===== config.mk =====
export PLATFORM = sky130hd
export DESIGN_NAME = keypad_display_scan
export DESIGN_NICKNAME = d
export VERILOG_FILES = /design/src/rtl/keypad_pkg.sv /design/src/rtl/key_debounce.sv /design/src/rtl/keypad_display_scan.sv
export SDC_FILE = /design/constraint.sdc
export NUM_CORES = 1
export LEC_CHECK = 0
export ABC_AREA = 1
export BUFFER_PORTS_ARGS = -buffer_cell sky130_fd_sc_hd__buf_2
export CORE_AREA = 2 2 96 98
export CTS_BUF_LIST = sky130_fd_sc_hd__clkbuf_16
export CTS_CLUSTER_DIAMETER = 120
export DETAILED_ROUTE_END_ITERATION = 16
export DIE_AREA = 0 0 98 100
export GPL_TIMING_DRIVEN = 0
export PLACE_DENSITY = 0.71
export SYNTH_ARGS = -nofsm -noshare
export SYNTH_HDL_FRONTEND = slang
export SYNTH_HIERARCHICAL = 1
export SYNTH_SLANG_ARGS = --single-unit

===== constraint.sdc =====
create_clock -name clk -period 2.25 [get_ports clk]
set_input_delay 0.45 -clock clk [delete_from_list [all_inputs] [get_ports clk]]
set_output_delay 0.45 -clock clk [all_outputs]
set_load 0.02 [all_outputs]

===== src/rtl/keypad_pkg.sv =====
// keypad_pkg: shared debounce state type, blank pattern and
// active-low hex to 7-segment decode ({g,f,e,d,c,b,a}).
package keypad_pkg;

   typedef enum logic [1:0] {
      IDLE,
      PRESS_WAIT,
      HELD,
      RELEASE_WAIT
   } dbnc_state_e;

   localparam logic [6:0] SEG_BLANK = 7'h7F;

   function automatic logic [6:0] seg7_hex(input logic [3:0] h);
      logic [6:0] s;
      s = SEG_BLANK;
      case (h)
         4'h0: s = 7'h40;
         4'h1: s = 7'h79;
         4'h2: s = 7'h24;
         4'h3: s = 7'h30;
         4'h4: s = 7'h19;
         4'h5: s = 7'h12;
         4'h6: s = 7'h02;
         4'h7: s = 7'h78;
         4'h8: s = 7'h00;
         4'h9: s = 7'h10;
         4'hA: s = 7'h08;
         4'hB: s = 7'h03;
         4'hC: s = 7'h46;
         4'hD: s = 7'h21;
         4'hE: s = 7'h06;
         4'hF: s = 7'h0E;
      endcase
      return s;
   endfunction

endpackage


===== src/rtl/key_debounce.sv =====
// key_debounce: 2-flop sync of the scanner's value/valid pair and a
// press/release debounce FSM that emits one event per physical press.
// Ports: clk, reset (sync, active-high), key_value[3:0], key_valid
// (both async) -> key_event (1-cycle pulse), key_code[3:0] (last press).
module key_debounce
   import keypad_pkg::*;
#(
   parameter int DEBOUNCE = 200000
) (
   input  logic       clk,
   input  logic       reset,
   input  logic [3:0] key_value,
   input  logic       key_valid,
   output logic       key_event,
   output logic [3:0] key_code
);

   localparam int DW = $clog2(DEBOUNCE + 1);
   localparam logic [DW-1:0] TERM = DW'(DEBOUNCE - 1);

   logic          sv_meta_q, sv_meta_d;
   logic          sv_q, sv_d;
   logic [3:0]    sval_meta_q, sval_meta_d;
   logic [3:0]    sval_q, sval_d;
   dbnc_state_e   state_q, state_d;
   logic [3:0]    cand_q, cand_d;
   logic [DW-1:0] dcnt_q, dcnt_d;
   logic [DW-1:0] dcnt_inc;
   logic          key_event_q, key_event_d;
   logic [3:0]    key_code_q, key_code_d;

   always_ff @(posedge clk) begin
      if (reset) begin
         sv_meta_q   <= 1'b0;
         sv_q        <= 1'b0;
         sval_meta_q <= '0;
         sval_q      <= '0;
         state_q     <= IDLE;
         cand_q      <= '0;
         dcnt_q      <= '0;
         key_event_q <= 1'b0;
         key_code_q  <= '0;
      end else begin
         sv_meta_q   <= sv_meta_d;
         sv_q        <= sv_d;
         sval_meta_q <= sval_meta_d;
         sval_q      <= sval_d;
         state_q     <= state_d;
         cand_q      <= cand_d;
         dcnt_q      <= dcnt_d;
         key_event_q <= key_event_d;
         key_code_q  <= key_code_d;
      end
   end

   // The cycle that enters PRESS_WAIT (or RELEASE_WAIT) is the first
   // stable cycle, so the terminal test uses the incremented count.
   always_comb begin
      sv_meta_d   = key_valid;
      sv_d        = sv_meta_q;
      sval_meta_d = key_value;
      sval_d      = sval_meta_q;
      state_d     = state_q;
      cand_d      = cand_q;
      dcnt_d      = dcnt_q;
      key_event_d = 1'b0;
      key_code_d  = key_code_q;
      dcnt_inc    = dcnt_q + DW'(1);
      case (state_q)
         IDLE: begin
            if (sv_q) begin
               state_d = PRESS_WAIT;
               cand_d  = sval_q;
               dcnt_d  = '0;
            end
         end
         PRESS_WAIT: begin
            if (!sv_q || (sval_q != cand_q)) begin
               state_d = IDLE;
            end else if (dcnt_inc >= TERM) begin
               state_d     = HELD;
               key_event_d = 1'b1;
               key_code_d  = cand_q;
            end else begin
               dcnt_d = dcnt_inc;
            end
         end
         HELD: begin
            if (!sv_q) begin
               state_d = RELEASE_WAIT;
               dcnt_d  = '0;
            end
         end
         RELEASE_WAIT: begin
            if (sv_q) begin
               state_d = HELD;
            end else if (dcnt_inc >= TERM) begin
               state_d = IDLE;
            end else begin
               dcnt_d = dcnt_inc;
            end
         end
         default: state_d = IDLE;
      endcase
   end

   assign key_event = key_event_q;
   assign key_code  = key_code_q;

endmodule


===== src/rtl/keypad_display_scan.sv =====
// keypad_display_scan: debounced key entry into a right-entry digit
// buffer, scanned onto a common-anode 7-segment display.
// Ports: clk, reset (sync, active-high), key_value[3:0], key_valid,
// clear -> key_event, key_code[3:0], digits[4*DIGITS-1:0], count,
// an[DIGITS-1:0] (active-low), seg[6:0] {g..a} (active-low).
module keypad_display_scan
   import keypad_pkg::*;
#(
   parameter int DIGITS      = 4,
   parameter int REFRESH_DIV = 50000,
   parameter int DEBOUNCE    = 200000
) (
   input  logic                         clk,
   input  logic                         reset,
   input  logic [3:0]                   key_value,
   input  logic                         key_valid,
   input  logic                         clear,
   output logic                         key_event,
   output logic [3:0]                   key_code,
   output logic [4*DIGITS-1:0]          digits,
   output logic [$clog2(DIGITS+1)-1:0]  count,
   output logic [DIGITS-1:0]            an,
   output logic [6:0]                   seg
);

   localparam int CW = $clog2(DIGITS + 1);
   localparam int IW = $clog2(DIGITS);
   localparam int RW = (REFRESH_DIV > 1) ? $clog2(REFRESH_DIV) : 1;

   logic                ev;
   logic [3:0]          code;
   logic [4*DIGITS-1:0] digits_q, digits_d;
   logic [CW-1:0]       count_q, count_d;
   logic [RW-1:0]       rcnt_q, rcnt_d;
   logic [IW-1:0]       idx_q, idx_d;
   logic [DIGITS-1:0]   an_q, an_d;
   logic [6:0]          seg_q, seg_d;
   logic [3:0]          nib;

   key_debounce #(
      .DEBOUNCE (DEBOUNCE)
   ) u_dbnc (
      .clk       (clk),
      .reset     (reset),
      .key_value (key_value),
      .key_valid (key_valid),
      .key_event (ev),
      .key_code  (code)
   );

   always_ff @(posedge clk) begin
      if (reset) begin
         digits_q <= '0;
         count_q  <= '0;
         rcnt_q   <= '0;
         idx_q    <= '0;
         an_q     <= '1;
         seg_q    <= SEG_BLANK;
      end else begin
         digits_q <= digits_d;
         count_q  <= count_d;
         rcnt_q   <= rcnt_d;
         idx_q    <= idx_d;
         an_q     <= an_d;
         seg_q    <= seg_d;
      end
   end

   // Clear takes priority over a coincident press.
   always_comb begin
      digits_d = digits_q;
      count_d  = count_q;
      if (clear) begin
         digits_d = '0;
         count_d  = '0;
      end else if (ev) begin
         digits_d = {digits_q[4*DIGITS-5:0], code};
         if (count_q != CW'(DIGITS)) begin
            count_d = count_q + CW'(1);
         end
      end
   end

   always_comb begin
      rcnt_d = rcnt_q + RW'(1);
      idx_d  = idx_q;
      if (rcnt_q == RW'(REFRESH_DIV - 1)) begin
         rcnt_d = '0;
         if (idx_q == IW'(DIGITS - 1)) begin
            idx_d = '0;
         end else begin
            idx_d = idx_q + IW'(1);
         end
      end
   end

   // Positions at or above count are blanked but still scanned.
   always_comb begin
      nib  = '0;
      an_d = '1;
      for (int i = 0; i < DIGITS; i++) begin
         if (idx_q == IW'(i)) begin
            nib     = digits_q[4*i +: 4];
            an_d[i] = 1'b0;
         end
      end
      if (CW'(idx_q) >= count_q) begin
         seg_d = SEG_BLANK;
      end else begin
         seg_d = seg7_hex(nib);
      end
   end

   assign key_event = ev;
   assign key_code  = code;
   assign digits    = digits_q;
   assign count     = count_q;
   assign an        = an_q;
   assign seg       = seg_q;

endmodule


Yosys cells after proc, flatten, opt, wreduce, memory -nomap -nowiden
Memory sizes are Yosys's and may differ from the RTL's. A register that Yosys moved wholly into a read port is not among the register bits.
Index checks and enable logic that the tools add are counted.
Word-level totals
  output and inout port bits: 35
  word-level logic and storage cells: 74
  bits in read-only memories: 112
  register bits after elaboration: 80
  memories kept: 1
  input port bits: 8
Memory list
  (name not given): depth 16, bits a word 7, rd ports 1, clocked after memory_dff 1, write ports 0, RTL line keypad_pkg.sv:17  | case (h)
Cells by class
  bitwise logic cells: 2
  $lt $le $gt $ge: 2
  reductions and logical operators: 13
  add/subtract/negate cells: 4
  muxes and demuxes: 23
  equality and inequality tests: 15
Operators by type and width (number)
  $mux W18: 5
  $pmux W18 S4: 1
  $add A18 B1 Y18 const B: 1
  $ge A18 B18 Y1 const B: 1
  $add A16 B1 Y16 const B: 1
  $eq A16 B16 Y1 const B: 1
  $mux W4: 4
  $mux W2: 7
  $eq A2 B2 Y1 const B: 4
  $pmux W2 S4: 1
  $reduce_and A4 Y1: 2
  $ne A2 B2 Y1 const B: 3
  $ne A3 B1 Y1 const B: 2
  $reduce_or A2 Y1: 3
  $mux W1: 5
  $eq A2 B1 Y1 const B: 2
  $logic_not A2 Y1: 2
  $ne A4 B4 Y1: 1
  $reduce_and A2 Y1: 2
  $add A3 B1 Y3 const B: 1
  $ge A2 B3 Y1: 1
  $ne A3 B3 Y1 const B: 1
  $reduce_and A3 Y1: 1
  $reduce_or A3 Y1: 1
  5 further kinds: 6

Logic depth before layout (Yosys ltp)
Gate-level depths: netlist of run 1.
  word-level depth: 5
  depth in mapped cells: 17
  mapped depth without buffers: 16

Cells and area by module
The synthesis of run 1 kept the hierarchy.
By module, submodules not included
  keypad_display_scan: area each 2429.8 um^2, seq. area each 960.9 um^2, cells each 328, instances 1
  key_debounce: area each 2229.6 um^2, seq. area each 780.7 um^2, cells each 361, instances 1

Least setup slack after synthesis of run 1
Ideal clock, no wire load.
  kind: register to register
  from: register u_dbnc.dcnt_q[1]
  to: register u_dbnc.dcnt_q[10]
  setup slack: 252 ps
  arrival time: 1884 ps
  data required time: 2135 ps
  setup time: 115 ps
  period minus slack after synthesis: 1998 ps
  stages on the path, launching flop included: 16
  buffers on the path: 1
  cell sequence: dfxtp_1 ha_1 nand2_1 nor2_2 nand3_1 nand2_1 nand2_1 clkinv_1 nand2_1 nor2_2 nand3_1 nand2_2 nand2_4 buf_4 a21oi_1 nor2_1
Between the ends
  word-level cells in the longest chain between the ends: 5
  elaborated cells between the ends (all ways): 6
  classes of those cells: add/sub: 1; order compare: 1; mux: 4
Ends and longest elaborated chain
  start: declaration: RTL line key_debounce.sv:27  | logic [DW-1:0] dcnt_q, dcnt_d;
  start signal: assignment: RTL line key_debounce.sv:50  | dcnt_q <= dcnt_d;
  $add A18 B1 Y18 *: RTL line key_debounce.sv:68  | dcnt_inc = dcnt_q + DW'(1);
  $ge A18 B18 Y1: RTL line key_debounce.sv:80, key_debounce.sv:97
  $mux W18 *: RTL line key_debounce.sv:80, key_debounce.sv:97
  $mux W18, on equally long branches: RTL line key_debounce.sv:95, key_debounce.sv:78
  $pmux W18 S4 *: RTL line key_debounce.sv:69  | case (state_q)
Every way passes the cells marked *; elsewhere a longest branch is shown, timed or not. The select of a mux whose other input is x is not followed.
A chain may end at the register's enable or synchronous reset.

Worst setup path after layout of run 1
  from: register u_dbnc.dcnt_q[2]
  to: register u_dbnc.dcnt_q[13]
The elaborated chain is that of the path after synthesis.

==> results.txt, run 1 <==
cells traversed along the worst timing path: buf_4 -> nand2_1 -> nor2_4 -> nand2_1 -> nor2_1 -> nand2_1 -> nand2_1 -> nand2_1 -> nor2_2 -> nand3_2 -> nand2_4 -> nand2_8 -> buf_8 -> a21oi_1 -> nor2_1
total CTS buffers: 9
nature of the critical path startpoint: flop
core region area: 8890 sq um
ranking of synthesized cells by area: sky130_fd_sc_hd__dfxtp_1 37%, sky130_fd_sc_hd__nand2_1 15%, sky130_fd_sc_hd__nand3_1 7.6%, sky130_fd_sc_hd__nor2_1 6.8%, sky130_fd_sc_hd__inv_1 5.9%
clk_skew: 9.26 ps
hold wc startpoint: key_valid
type of the most critical hold path: in -> reg
Min Clock Period, post-route: 2130 ps
number of hold violations in the final report: 0
worst hold slack across all endpoints: 320 ps
DRC violations left: 0
Synth Cell Area: 4660 sq um
total of fill cells in the finished design: 843
MaxCap Viol Count: 0
sequential area share after synthesis: 37.4%
Top cell by count, worst path: sky130_fd_sc_hd__nand2_1
setup slack of the most critical reg-to-reg path: 120 ps
count of mapped cells out of synthesis: 689
family with the most delay on the worst path: simple AND/OR/NAND/NOR gates
WL per Instance: 12.5 um
mean number of vias per cell: 5.20
peak clock frequency supported by timing: 0.469 GHz
Hold Crit Depth: 3
critical path's largest stage delay: 310 ps
fraction of synthesized cell area in xor and xnor cells: 1.13%
final setup vio count: 0
layout-stage area growth over the synthesis result: 18.9%
multiplexer share of the synthesized area: 0%
critical path fanouts, max: 10
total iterations of the first detailed-routing run: 4
clk sinks: 87
synth cell count leaders: 187 x sky130_fd_sc_hd__nand2_1, 87 x sky130_fd_sc_hd__dfxtp_1, 84 x sky130_fd_sc_hd__nor2_1, 73 x sky130_fd_sc_hd__inv_1, 71 x sky130_fd_sc_hd__nand3_1
antenna viol nets, final: 0
total detailed-routing wirelength: 10.8 mm
starting utilization of the core area: 52.4%
Synth area leader: sky130_fd_sc_hd__dfxtp_1
number of antenna violations at the first check in global routing: 0
critical path data required time: 2470 ps
overall die height: 100 um
Worst Setup End Kind: flop
number of flops mapped to enable cells by yosys: 0
headroom to the max-slew limit: 64.1%
placed cells: 842
share of the cycle needed by the critical path after routing: 94.8%
via count of the first global-routing pass: 4,064
fraction of the mapped netlist area in compound gates: 9.45%
full die area: 9800 sq um
post-synthesis net count: 714
arithmetic-cell share of the synthesized area counting full adders, half adders and majority gates: 4.56%
source-to-sink clock delay at the later pin of the worst-skew pair: 330 ps
Port-buffer cells: 42
number of nets in the layout: 774
Remaining Overflow, GRT: 0
Data arrival, critical path: 2360 ps
estimated wirelength of the detail-placed design: 7.67 mm
Initial DRC Count: 257
cell with the largest stage delay on the worst path: sky130_fd_sc_hd__dfxtp_1
n_diodes: 0
Vias: 4,496
Crit Path Class: reg -> reg
maximum number of pins on one net before global-route repair: 15
clock tree from TritonCTS: done
RePlAce Congestion: 0.934
Mapped Avg Cell Area: 6.76 sq um
unrepaired setup endpoints after global routing: true
final standard cell count with taps included and fillers excluded: 865
library cells used by synthesis: 34
wire length of the first global-routing pass: 17.8 mm
leakage dissipation: 0.00237 uW
Syn. warnings: 6
areal power density over the cells: 851 nW/um^2
layout cell share with drive strength beyond 1: 19.1%
aggregate global-route resource usage: 22.0%
slew at the pin closest to its max-slew limit: 539 ps
GR met3 Demand/Resource: 4.04%
peak ir drop on the vdd network: 575 uV
critical register-to-register path startpoint: u_dbnc/dcnt_q[2]$_SDFFE_PP0P_
combined buffer and inverter count along the critical path: 2
Async S/R FF share, synth: 0%
H-tree Lvls: 3
final slew viol count: 0
busiest layer in global routing: met2
chip width: 98 um
share of the synthesized area in the top cell type: 37.4%
Reg clk slew, reported paths: 60 ps
library cell with the highest instance count after synthesis: sky130_fd_sc_hd__nand2_1
Top FF cell, synth: sky130_fd_sc_hd__dfxtp_1
Core Rows: 35
Clock Root Buffer: sky130_fd_sc_hd__clkbuf_16
flops & latches, synth: 87
met1 track demand over resource in global routing: 27.0%
R2R Path End: u_dbnc/dcnt_q[13]$_SDFFE_PP0P_
I/O pin count: 43
largest family of logic cells by synthesized area: simple AND/OR/NAND/NOR gates
Hold EP: u_dbnc/sv_d$_SDFF_PP0_
area fraction in and, or, nand and nor cells after synthesis: 38.2%
cell count of the worst reg-to-reg path: 15
status: complete, no violations
maximum buffer depth of the clock tree: 2
met2 Track Usage GR: 38.8%
## worst min-delay path, delay by kind of cell
family,cells,cell delay (ps)
buffers and inverters,2,100
and+or+nand+nor,1,60
## placed cells by master (no fill, tap or decap), drive strengths merged
master and instances:
bufinv 2, clkbuf 16, dfxtp 87, o21bai 2, nor3b 2, nor2 99
inv 79, nand2 198, xor2 5, a211oi 6, o21ai 16, nand3 74
nand4 14, or2 2, ha 17, buf 62, a21oi 54, xnor2 1
nand3b 3, a32oi 1, o22ai 1, clkinv 7, nor3 6
## worst max path at each step
stage                                   from                             end  slack, ps  cells past startpoint
3_5_place_dp   u_dbnc/dcnt_q[1]$_SDFFE_PP0P_  u_dbnc/dcnt_q[14]$_SDFFE_PP0P_       -210                     15
3_3_place_gp   u_dbnc/dcnt_q[0]$_SDFFE_PP0P_  u_dbnc/dcnt_q[11]$_SDFFE_PP0P_       -120                     15
5_1_grt        u_dbnc/dcnt_q[2]$_SDFFE_PP0P_  u_dbnc/dcnt_q[17]$_SDFFE_PP0P_        -30                     17
2_1_floorplan  u_dbnc/dcnt_q[1]$_SDFFE_PP0P_  u_dbnc/dcnt_q[10]$_SDFFE_PP0P_        250                     15
6_report       u_dbnc/dcnt_q[2]$_SDFFE_PP0P_  u_dbnc/dcnt_q[13]$_SDFFE_PP0P_        120                     15
4_1_cts        u_dbnc/cand_q[2]$_SDFFE_PP0P_   u_dbnc/dcnt_q[7]$_SDFFE_PP0P_         20                      8
## through the flow
stage | total power [uW] | utilization, % | instance area (sq um) | worst slack [ps] | TNS [ps]
detailed placement | 3010 | 56.3 | 5010 | -209 | -3710
finish | 4710 | 62.3 | 5540 | 118 | 0
global placement | 2980 | 56.3 | 5010 | -124 | -2000
CTS | 4610 | 60.1 | 5340 | 22.1 | 0
floorplan | 2770 | - | 4660 | 252 | 0
global route | 5010 | 62.3 | 5540 | -30.1 | -173
## timing repair
action	4_1_cts	5_1_grt
resized for setup	5	37
hold buffers	0	0
pin swaps	1	4
cloned	0	1
buffers inserted	0	6
endpoints found under the setup margin	23	25
## logic make-up after synthesis
logic type | after synthesis
compound gates | 80
fa+ha+maj | 17
buf+inv | 101
flops | 87
xor+xnor | 6
simple gates | 398
## report_power, final
| part | switching (uW) | leakage (uW) | total, uW | internal [uW] |
|---|---|---|---|---|
| logic | 733 | 0.00150 | 1190 | 453 |
| clock network | 610 | 0.000162 | 1580 | 967 |
| registers | 215 | 0.000711 | 1950 | 1740 |
| total | 1560 | 0.00237 | 4710 | 3160 |
## layout make-up
type                    count  area (sq um)  area share [%]
well taps                 111           139            2.51
inverters                  81           305            5.51
multi-input cells         501          2600            46.9
clock buffers               9           225            4.07
plain buffers              20           143            2.58
repair buffers             49           284            5.13
flip-flops and latches     87          1750            31.7
clock inverters             7          90.1            1.63
## state kept, by name, summed over array words and instances (netlist names)
name and cells:
an 4, u_dbnc/dcnt_q 18, seg 7, u_dbnc/cand_q 4, count 3, u_dbnc/key_event 1
u_dbnc/sval_d 4, digits 16, rcnt_q 16, u_dbnc/sval_q 4, idx_q 2, u_dbnc/sv_d 1
u_dbnc/sv_q 1, u_dbnc/key_code 4, u_dbnc/state_q 2
## layer usage
metal	share of wire, %	wire, um
met1	46	4950
met2	49	5330
met3	4.1	440
met4	0.85	92
met5	0	0
Power figures use the tool's default switching activity.
==> run 2, diff against run 1 <==
- ABC_AREA: 1 -> 0
- CORE_AREA: 2 2 96 98 -> 2 2 92 94
- DIE_AREA: 0 0 98 100 -> 0 0 94 96
- PLACE_DENSITY: 0.71 -> 0.72
- SETUP_SLACK_MARGIN: default -> 0.15
==> run 2 against run 1 <==
The flow now finishes with violations (negative setup slack); final area is 0.88% higher; sequential power fell by 20%; hold slack got worse by 4.8 ps; critical path type unchanged; critical endpoint is now u_dbnc/dcnt_q[6]$_SDFFE_PP0P_; largest power group unchanged.
==> results.txt, run 2 <==
status: finished, violations left (was complete, no violations)
violated checks: negative setup slack
total iterations of the first detailed-routing run: 4 (unchanged)
Remaining Overflow, GRT: 0 (unchanged)
Clock Root Buffer: sky130_fd_sc_hd__clkbuf_16 (unchanged)
number of nets in the layout: 598 (was 774)
R2R Path End: u_dbnc/dcnt_q[6]$_SDFFE_PP0P_ (was u_dbnc/dcnt_q[13]$_SDFFE_PP0P_)
post-route cell area: 5590 sq um (was 5540 sq um)
nature of the critical path startpoint: flop (unchanged)
part of the power in registers: 49.3% (was 41.4%)
share of power burned in combinational logic: 4.5% (was 25.1%)
slew at the pin closest to its max-slew limit: 520 ps (was 539 ps)
via count of the first global-routing pass: 3,575 (was 4,064)
Crit Path Class: reg -> reg (unchanged)
number of antenna violations at the first check in global routing: 0 (unchanged)
antenna viol nets, final: 0 (unchanged)
total of fill cells in the finished design: 631 (was 843)
most frequent standard cell in the layout excluding fill and tap cells: sky130_fd_sc_hd__dfxtp_1 (was sky130_fd_sc_hd__nand2_1)
starting utilization of the core area: 54.0% (was 52.4%)
CP Launch Point: u_dbnc/dcnt_q[0]$_SDFFE_PP0P_ (was u_dbnc/dcnt_q[2]$_SDFFE_PP0P_)
Data arrival, critical path: 2670 ps (was 2360 ps)
critical register-to-register path startpoint: u_dbnc/dcnt_q[0]$_SDFFE_PP0P_ (was u_dbnc/dcnt_q[2]$_SDFFE_PP0P_)
maximum buffer depth of the clock tree: 2 (unchanged)
peak clock frequency supported by timing: 0.412 GHz (was 0.469 GHz)
switching power share of the total: 24.6% (was 33.0%)
Synth area leader: sky130_fd_sc_hd__dfxtp_1 (unchanged)
estimated wirelength of the detail-placed design: 6.49 mm (was 7.67 mm)
flops & latches, synth: 87 (unchanged)
post-cts hold buffer count: 0 (unchanged)
register containing the most flip-flops in the final layout: u_dbnc/dcnt_q (unchanged)
cell-internal power: 2390 uW (was 3160 uW)
clk sinks: 87 (unchanged)
overall die height: 96 um (was 100 um)
leakage dissipation: 0.00207 uW (was 0.00237 uW)
full die area: 9020 sq um (was 9800 sq um)
library cells used by synthesis: 59 (was 34)
clk_skew: 7.78 ps (was 9.26 ps)
switching power: 777 uW (was 1560 uW)
synth cell count leaders: 87 x sky130_fd_sc_hd__dfxtp_1, 61 x sky130_fd_sc_hd__nor2_1, 34 x sky130_fd_sc_hd__mux2i_1, 30 x sky130_fd_sc_hd__nand3_1, 27 x sky130_fd_sc_hd__nand2_1 (was 187 x sky130_fd_sc_hd__nand2_1, 87 x sky130_fd_sc_hd__dfxtp_1, 84 x sky130_fd_sc_hd__nor2_1, 73 x sky130_fd_sc_hd__inv_1, 71 x sky130_fd_sc_hd__nand3_1)
sequential area share after synthesis: 40.0% (was 37.4%)
library cell with the highest instance count after synthesis: sky130_fd_sc_hd__dfxtp_1 (was sky130_fd_sc_hd__nand2_1)
share of the cycle needed by the critical path after routing: 108% (was 94.8%)
layout cell share with drive strength beyond 1: 28.0% (was 19.1%)
Hold Crit Depth: 2 (was 3)
Core Rows: 33 (was 35)
Clk pwr share: 46.3% (was 33.5%)
final setup vio count: 22 (was 0)
chip width: 94 um (was 98 um)
total detailed-routing wirelength: 10.5 mm (was 10.8 mm)
count of mapped cells out of synthesis: 485 (was 689)
total CTS buffers: 9 (unchanged)
Synth Cell Area: 4350 sq um (was 4660 sq um)
critical path capture point: u_dbnc/dcnt_q[6]$_SDFFE_PP0P_ (was u_dbnc/dcnt_q[13]$_SDFFE_PP0P_)
I/O pin count: 43 (unchanged)
source-to-sink clock delay at the later pin of the worst-skew pair: 340 ps (was 330 ps)
Worst Setup End Kind: flop (unchanged)
Initial DRC Count: 162 (was 257)
Syn. warnings: 6 (unchanged)
ranking of synthesized cells by area: sky130_fd_sc_hd__dfxtp_1 40%, sky130_fd_sc_hd__mux2i_1 7.8%, sky130_fd_sc_hd__nor2_1 5.3%, sky130_fd_sc_hd__ha_1 4.9%, sky130_fd_sc_hd__nand3_1 3.5% (was sky130_fd_sc_hd__dfxtp_1 37%, sky130_fd_sc_hd__nand2_1 15%, sky130_fd_sc_hd__nand3_1 7.6%, sky130_fd_sc_hd__nor2_1 6.8%, sky130_fd_sc_hd__inv_1 5.9%)
setup slack of the most critical reg-to-reg path: -180 ps (was 120 ps)
number of hold violations in the final report: 0 (unchanged)
Reg clk slew, reported paths: 70 ps (was 60 ps)
Min Clock Period, post-route: 2430 ps (was 2130 ps)
Mapped Avg Cell Area: 8.97 sq um (was 6.76 sq um)
wire length of the first global-routing pass: 16.9 mm (was 17.8 mm)
critical path data required time: 2490 ps (was 2470 ps)
maximum number of pins on one net before global-route repair: 18 (was 15)
peak ir drop on the vdd network: 514 uV (was 575 uV)
cell count of the worst reg-to-reg path: 11 (was 15)
Vias: 3,836 (was 4,496)
top library cells by usage in the layout, fill and taps aside: 76 x sky130_fd_sc_hd__dfxtp_1, 58 x sky130_fd_sc_hd__nor2_1, 46 x sky130_fd_sc_hd__buf_2 (was 181 x sky130_fd_sc_hd__nand2_1, 81 x sky130_fd_sc_hd__dfxtp_1, 79 x sky130_fd_sc_hd__nor2_1)
share of the synthesized area in the top cell type: 40.0% (was 37.4%)
minimum setup slack in the final design: -179 ps (was 118 ps)
clock tree from TritonCTS: done (unchanged)
aggregate global-route resource usage: 23.7% (was 22.0%)
Port-buffer cells: 42 (unchanged)
headroom to the max-slew limit: 65.3% (was 64.1%)
Top FF cell, synth: sky130_fd_sc_hd__dfxtp_1 (unchanged)
MaxCap Viol Count: 0 (unchanged)
number of flops mapped to enable cells by yosys: 0 (unchanged)
post-synthesis net count: 510 (was 714)
critical path fanouts, max: 4 (was 10)
areal power density over the cells: 566 nW/um^2 (was 851 nW/um^2)
n_diodes: 0 (unchanged)
RePlAce Congestion: 0.818 (was 0.934)
WL per Instance: 15.4 um (was 12.5 um)
core region area: 8050 sq um (was 8890 sq um)
layout-stage area growth over the synthesis result: 28.4% (was 18.9%)
Sequential cell area: 1770 sq um (was 1750 sq um)
Largest register FFs: 18 (unchanged)
type of the most critical hold path: in -> reg (unchanged)
pre-CTS setup slack: -258 ps (was -209 ps)
mean number of vias per cell: 5.62 (was 5.20)
Placed Area: 4750 sq um (was 5010 sq um)
unrepaired setup endpoints after global routing: true (unchanged)
final slew viol count: 0 (unchanged)
H-tree Lvls: 3 (unchanged)
DRC violations left: 0 (unchanged)
area of the multi-input gates: 2660 sq um (was 2600 sq um)
Async S/R FF share, synth: 0% (unchanged)
-- run 2: cell types whose count changed in the layout (fill, tap and decap cells not counted), sizes merged, moves of 9 or more --
cell / delta
nand2b: +16
buf: +30
a21oi: -33
inv: -59
nand3: -44
mux2i: +34
xnor2: +9
nor2b: +14
nand2: -171
nor2: -37
nor3b: +11
-- run 2: layout make-up --
type	count	area share, %
clock inverter	7	1.12
tap	105	2.35
timing repair buffer	77	9.03
clock buffer	9	4.03
inverter	16	1.08
buffer	26	3.18
sequential	87	31.6
multi-input combinational	356	47.6
-- run 2: critical path, cell delays in order (launching register included) --
cell	delay (ps)
sky130_fd_sc_hd__dfxtp_4	360
sky130_fd_sc_hd__ha_4	120
sky130_fd_sc_hd__buf_6	110
sky130_fd_sc_hd__nand3_4	80
sky130_fd_sc_hd__or3_4	350
sky130_fd_sc_hd__a221o_1	400
sky130_fd_sc_hd__nand3_2	140
sky130_fd_sc_hd__a221oi_4	90
sky130_fd_sc_hd__buf_4	170
sky130_fd_sc_hd__buf_6	120
sky130_fd_sc_hd__or3b_1	340
sky130_fd_sc_hd__o311ai_1	70
-- run 2: per-layer routing --
layer / part of all wire [%] / vias to the layer above / global-route usage [%] / wire [um]
met1: 44 / 1841 / 29.3 / 4620
met2: 51 / 95 / 41.3 / 5360
met3: 3.9 / 13 / 4.78 / 416
met4: 1.3 / 0 / 7.97 / 135
li1: - / 1887 / - / -
met5: 0 / - / 0 / 0
-- run 2: stage by stage --
| step | total power (uW) | utilization [%] | hold WS, ps | std cells | setup TNS, ps |
|---|---|---|---|---|---|
| floorplan | 1670 | - | 414 | 485 | 0 |
| global route | 3250 | 69.4 | 331 | 683 | -3990 |
| finish | 3160 | 69.4 | 315 | 683 | -1840 |
| global placement | 1710 | 59.0 | 422 | 632 | -3040 |
| detailed placement | 1710 | 59.0 | 428 | 632 | -4470 |
| CTS | 3170 | 67.4 | 315 | 676 | -648 |
-- run 2: repair_timing --
item,in CTS,in global routing
gates cloned,2,0
gates resized for setup,40,25
pin swaps,20,9
buffers inserted,26,7
endpoints found under the setup margin,32,31
-- run 2: how the worst min path moves through the flow --
| stage | slack (ps) | end | start |
|---|---|---|---|
| after floorplan | 410 | u_dbnc/sv_q$_SDFF_PP0_ | u_dbnc/sv_d$_SDFF_PP0_ |
| after global placement | 420 | u_dbnc/sval_q[0]$_SDFF_PP0_ | u_dbnc/sval_d[0]$_SDFF_PP0_ |
| after detailed placement | 430 | u_dbnc/sval_q[3]$_SDFF_PP0_ | u_dbnc/sval_d[3]$_SDFF_PP0_ |
| after CTS | 310 | u_dbnc/sval_d[0]$_SDFF_PP0_ | key_value[0] |
| after global routing | 330 | u_dbnc/sval_d[3]$_SDFF_PP0_ | key_value[3] |
| final | 310 | u_dbnc/sval_d[0]$_SDFF_PP0_ | key_value[0] |
-- run 2: logic make-up after synthesis --
kind of cell	after synthesis	share of synthesized area [%]
simple gates	217	27.4
flops	87	40.0
compound gates	66	10.7
buf+inv	42	4.66
mux	35	8.08
xor+xnor	21	4.23
fa+ha+maj	17	4.89
-- run 2: power groups by stage --
stage	registers, uW	clock network (uW)	logic, uW
global route	1560	1540	153
global placement	1600	0	108
floorplan	1600	0	77.6
finish	1560	1460	142
CTS	1560	1470	136
detailed placement	1600	0	112
==> run 3, diff against run 2 <==
- ABC_AREA: 0 -> 1
- CORE_AREA: 2 2 92 94 -> 2 2 96 98
- DIE_AREA: 0 0 94 96 -> 0 0 98 100
==> run 3 against run 2 <==
Hold slack lost 7.1 ps; die area is 8.6% higher; core utilization down 5.0 points; the run now ends clean; clock skew increased by 5.8 ps; critical endpoint is now u_dbnc/dcnt_q[0]$_SDFFE_PP0P_.
==> results.txt, run 3 (same netlist as run 1, synthesis figures left out) <==
status: complete, no violations (was finished, violations left)
Reg clk slew, reported paths: 70 ps (about the same)
unrepaired setup endpoints after global routing: true (unchanged)
clk_skew: 13.6 ps (was 7.78 ps)
Min Clock Period, post-route: 2210 ps (was 2430 ps)
I/O pin count: 43 (unchanged)
share of the cycle needed by the critical path after routing: 98.3% (was 108%)
critical path's largest stage delay: 390 ps (was 400 ps)
number of hold violations in the final report: 0 (unchanged)
critical register-to-register path startpoint: u_dbnc/dcnt_q[1]$_SDFFE_PP0P_ (was u_dbnc/dcnt_q[0]$_SDFFE_PP0P_)
Port-buffer cells: 42 (unchanged)
areal power density over the cells: 834 nW/um^2 (was 566 nW/um^2)
Top cell by count, worst path: sky130_fd_sc_hd__nand2_2 (was sky130_fd_sc_hd__buf_6)
Data arrival, critical path: 2430 ps (was 2670 ps)
total detailed-routing wirelength: 11.5 mm (was 10.5 mm)
cell with the largest stage delay on the worst path: sky130_fd_sc_hd__dfxtp_4 (was sky130_fd_sc_hd__a221o_1)
final setup TNS: 0 ps (was -1840 ps)
Worst Setup End Kind: flop (unchanged)
RePlAce Congestion: 0.949 (was 0.818)
Largest register FFs: 18 (unchanged)
Vias: 4,554 (was 3,836)
Placed Area: 5010 sq um (was 4750 sq um)
layout cell share with drive strength beyond 1: 24.3% (was 28.0%)
Hold Crit Depth: 3 (was 2)
estimated wirelength of the detail-placed design: 7.73 mm (was 6.49 mm)
hold wc startpoint: key_value[1] (was key_value[0])
total iterations of the first detailed-routing run: 5 (was 4)
critical path data required time: 2470 ps (was 2490 ps)
peak ir drop on the vdd network: 679 uV (was 514 uV)
placed cells: 842 (was 632)
full die area: 9800 sq um (was 9020 sq um)
leakage dissipation: 0.00244 uW (was 0.00207 uW)
post-route cell area: 5720 sq um (was 5590 sq um)
wire length of the first global-routing pass: 17.9 mm (was 16.9 mm)
overall die height: 100 um (was 96 um)
core region area: 8890 sq um (was 8050 sq um)
number of antenna violations at the first check in global routing: 0 (unchanged)
H-tree Lvls: 3 (unchanged)
combined buffer and inverter count along the critical path: 1 (was 3)
cells traversed along the worst timing path: ha_4 -> nand2_4 -> nor2_4 -> nand2_2 -> nand2_2 -> nand2_2 -> nor2_2 -> nand3_1 -> nand2_2 -> nand2_2 -> nand2_4 -> nand2_8 -> buf_8 -> a21oi_1 -> nor2_1 (was ha_4 -> buf_6 -> nand3_4 -> or3_4 -> a221o_1 -> nand3_2 -> a221oi_4 -> buf_4 -> buf_6 -> or3b_1 -> o311ai_1)
worst hold slack across all endpoints: 308 ps (was 315 ps)
family with the most delay on the worst path: simple AND/OR/NAND/NOR gates (unchanged)
most frequent standard cell in the layout excluding fill and tap cells: sky130_fd_sc_hd__nand2_1 (was sky130_fd_sc_hd__dfxtp_1)
cell count of the worst reg-to-reg path: 15 (was 11)
n_diodes: 0 (unchanged)
R2R Path End: u_dbnc/dcnt_q[0]$_SDFFE_PP0P_ (was u_dbnc/dcnt_q[6]$_SDFFE_PP0P_)
DRC violations left: 0 (unchanged)
headroom to the max-slew limit: 63.9% (was 65.3%)
WL per Instance: 13.3 um (was 15.4 um)
source-to-sink clock delay at the later pin of the worst-skew pair: 340 ps (about the same)
critical path fanouts, max: 6 (was 4)
via count of the first global-routing pass: 4,081 (was 3,575)
top library cells by usage in the layout, fill and taps aside: 174 x sky130_fd_sc_hd__nand2_1, 76 x sky130_fd_sc_hd__dfxtp_1, 72 x sky130_fd_sc_hd__nor2_1 (was 76 x sky130_fd_sc_hd__dfxtp_1, 58 x sky130_fd_sc_hd__nor2_1, 46 x sky130_fd_sc_hd__buf_2)
Core Rows: 35 (was 33)
slew at the pin closest to its max-slew limit: 541 ps (was 520 ps)
maximum buffer depth of the clock tree: 2 (unchanged)
number of nets in the layout: 778 (was 598)
clock tree from TritonCTS: done (unchanged)
register containing the most flip-flops in the final layout: u_dbnc/dcnt_q (unchanged)
total of fill cells in the finished design: 772 (was 631)
layout-stage area growth over the synthesis result: 22.8% (was 28.4%)
setup slack of the most critical reg-to-reg path: 40 ps (was -180 ps)
mean number of vias per cell: 5.24 (was 5.62)
type of the most critical hold path: in -> reg (unchanged)
Initial DRC Count: 176 (was 162)
total CTS buffers: 9 (unchanged)
starting utilization of the core area: 52.4% (was 54.0%)
aggregate global-route resource usage: 22.1% (was 23.7%)
final setup vio count: 0 (was 22)
MaxCap Viol Count: 0 (unchanged)
Hold EP: u_dbnc/sval_d[1]$_SDFF_PP0_ (was u_dbnc/sval_d[0]$_SDFF_PP0_)
Crit Path Class: reg -> reg (unchanged)
final standard cell count with taps included and fillers excluded: 869 (was 683)
maximum number of pins on one net before global-route repair: 17 (was 18)
nature of the critical path startpoint: flop (unchanged)
peak clock frequency supported by timing: 0.452 GHz (was 0.412 GHz)
Remaining Overflow, GRT: 0 (unchanged)
power consumption: 4770 uW (was 3160 uW)
chip width: 98 um (was 94 um)
antenna viol nets, final: 0 (unchanged)
Clock Root Buffer: sky130_fd_sc_hd__clkbuf_16 (unchanged)
final slew viol count: 0 (unchanged)
post-cts hold buffer count: 0 (unchanged)
clk sinks: 87 (unchanged)
==> run 3: changes by cell type in the layout (fill, tap and decap cells not counted), sizes merged, moves of 16 or more <==
cell	delta
nand2	+172
inv	+62
nand3	+44
nor2	+37
mux2i	-34
a21oi	+33
buf	-28
nand2b	-16
==> run 3: area by class of cell <==
class	count	area [sq um]	area share, %
Multi-Input combinational cell	502	2730	47.7
Sequential cell	87	1760	30.8
Timing Repair Buffer	52	358	6.25
Inverter	81	308	5.38
Clock buffer	9	225	3.94
Buffer	20	150	2.62
Tap cell	111	139	2.43
Clock inverter	7	53.8	0.940
==> run 3: worst min-delay path: stages <==
cell and delay [ps]:
sky130_fd_sc_hd__buf_2 70, sky130_fd_sc_hd__inv_1 30, sky130_fd_sc_hd__nor2_1 60
==> run 3: where the power goes <==
group	leakage [uW]	internal [uW]	switching (uW)
logic	0.00159	547	835
registers	0.000713	1740	230
clock network	0.000136	763	654
==> run 3: per-stage QoR <==
step                util, %  setup WS, ps
CTS                    60.3           168
floorplan                 -           252
finish                 64.4          39.3
detailed placement     56.3          -140
global route           64.4          -113
global placement       56.3          -103
==> run 3: worst max path at each step <==
stage	from	to	slack [ps]	cells past startpoint
2_1_floorplan	u_dbnc/dcnt_q[1]$_SDFFE_PP0P_	u_dbnc/dcnt_q[10]$_SDFFE_PP0P_	250	15
3_3_place_gp	u_dbnc/dcnt_q[0]$_SDFFE_PP0P_	u_dbnc/dcnt_q[10]$_SDFFE_PP0P_	-100	15
3_5_place_dp	u_dbnc/dcnt_q[1]$_SDFFE_PP0P_	u_dbnc/dcnt_q[16]$_SDFFE_PP0P_	-140	15
4_1_cts	u_dbnc/dcnt_q[2]$_SDFFE_PP0P_	u_dbnc/dcnt_q[12]$_SDFFE_PP0P_	170	17
5_1_grt	u_dbnc/dcnt_q[1]$_SDFFE_PP0P_	u_dbnc/dcnt_q[3]$_SDFFE_PP0P_	-110	15
6_report	u_dbnc/dcnt_q[1]$_SDFFE_PP0P_	u_dbnc/dcnt_q[0]$_SDFFE_PP0P_	40	15
==> run 3: per-layer routing <==
layer | vias to the layer above | global-route usage, % | wire length (um) | part of all wire [%]
li1 | 2331 | - | - | -
met1 | 2056 | 26.6 | 4970 | 43
met2 | 146 | 38.8 | 5730 | 50
met3 | 21 | 4.53 | 617 | 5.4
met4 | 0 | 8.65 | 210 | 1.8
met5 | - | 0 | 0 | 0
==> run 3: timing repair <==
| action | in CTS | in global routing |
|---|---|---|
| setup buffers | 1 | 6 |
| cloned | 0 | 4 |
| endpoints found under the setup margin | 26 | 31 |
| pin swaps | 2 | 21 |
| endpoints found under the hold margin | 0 | 0 |
| gates resized for setup | 20 | 68 |
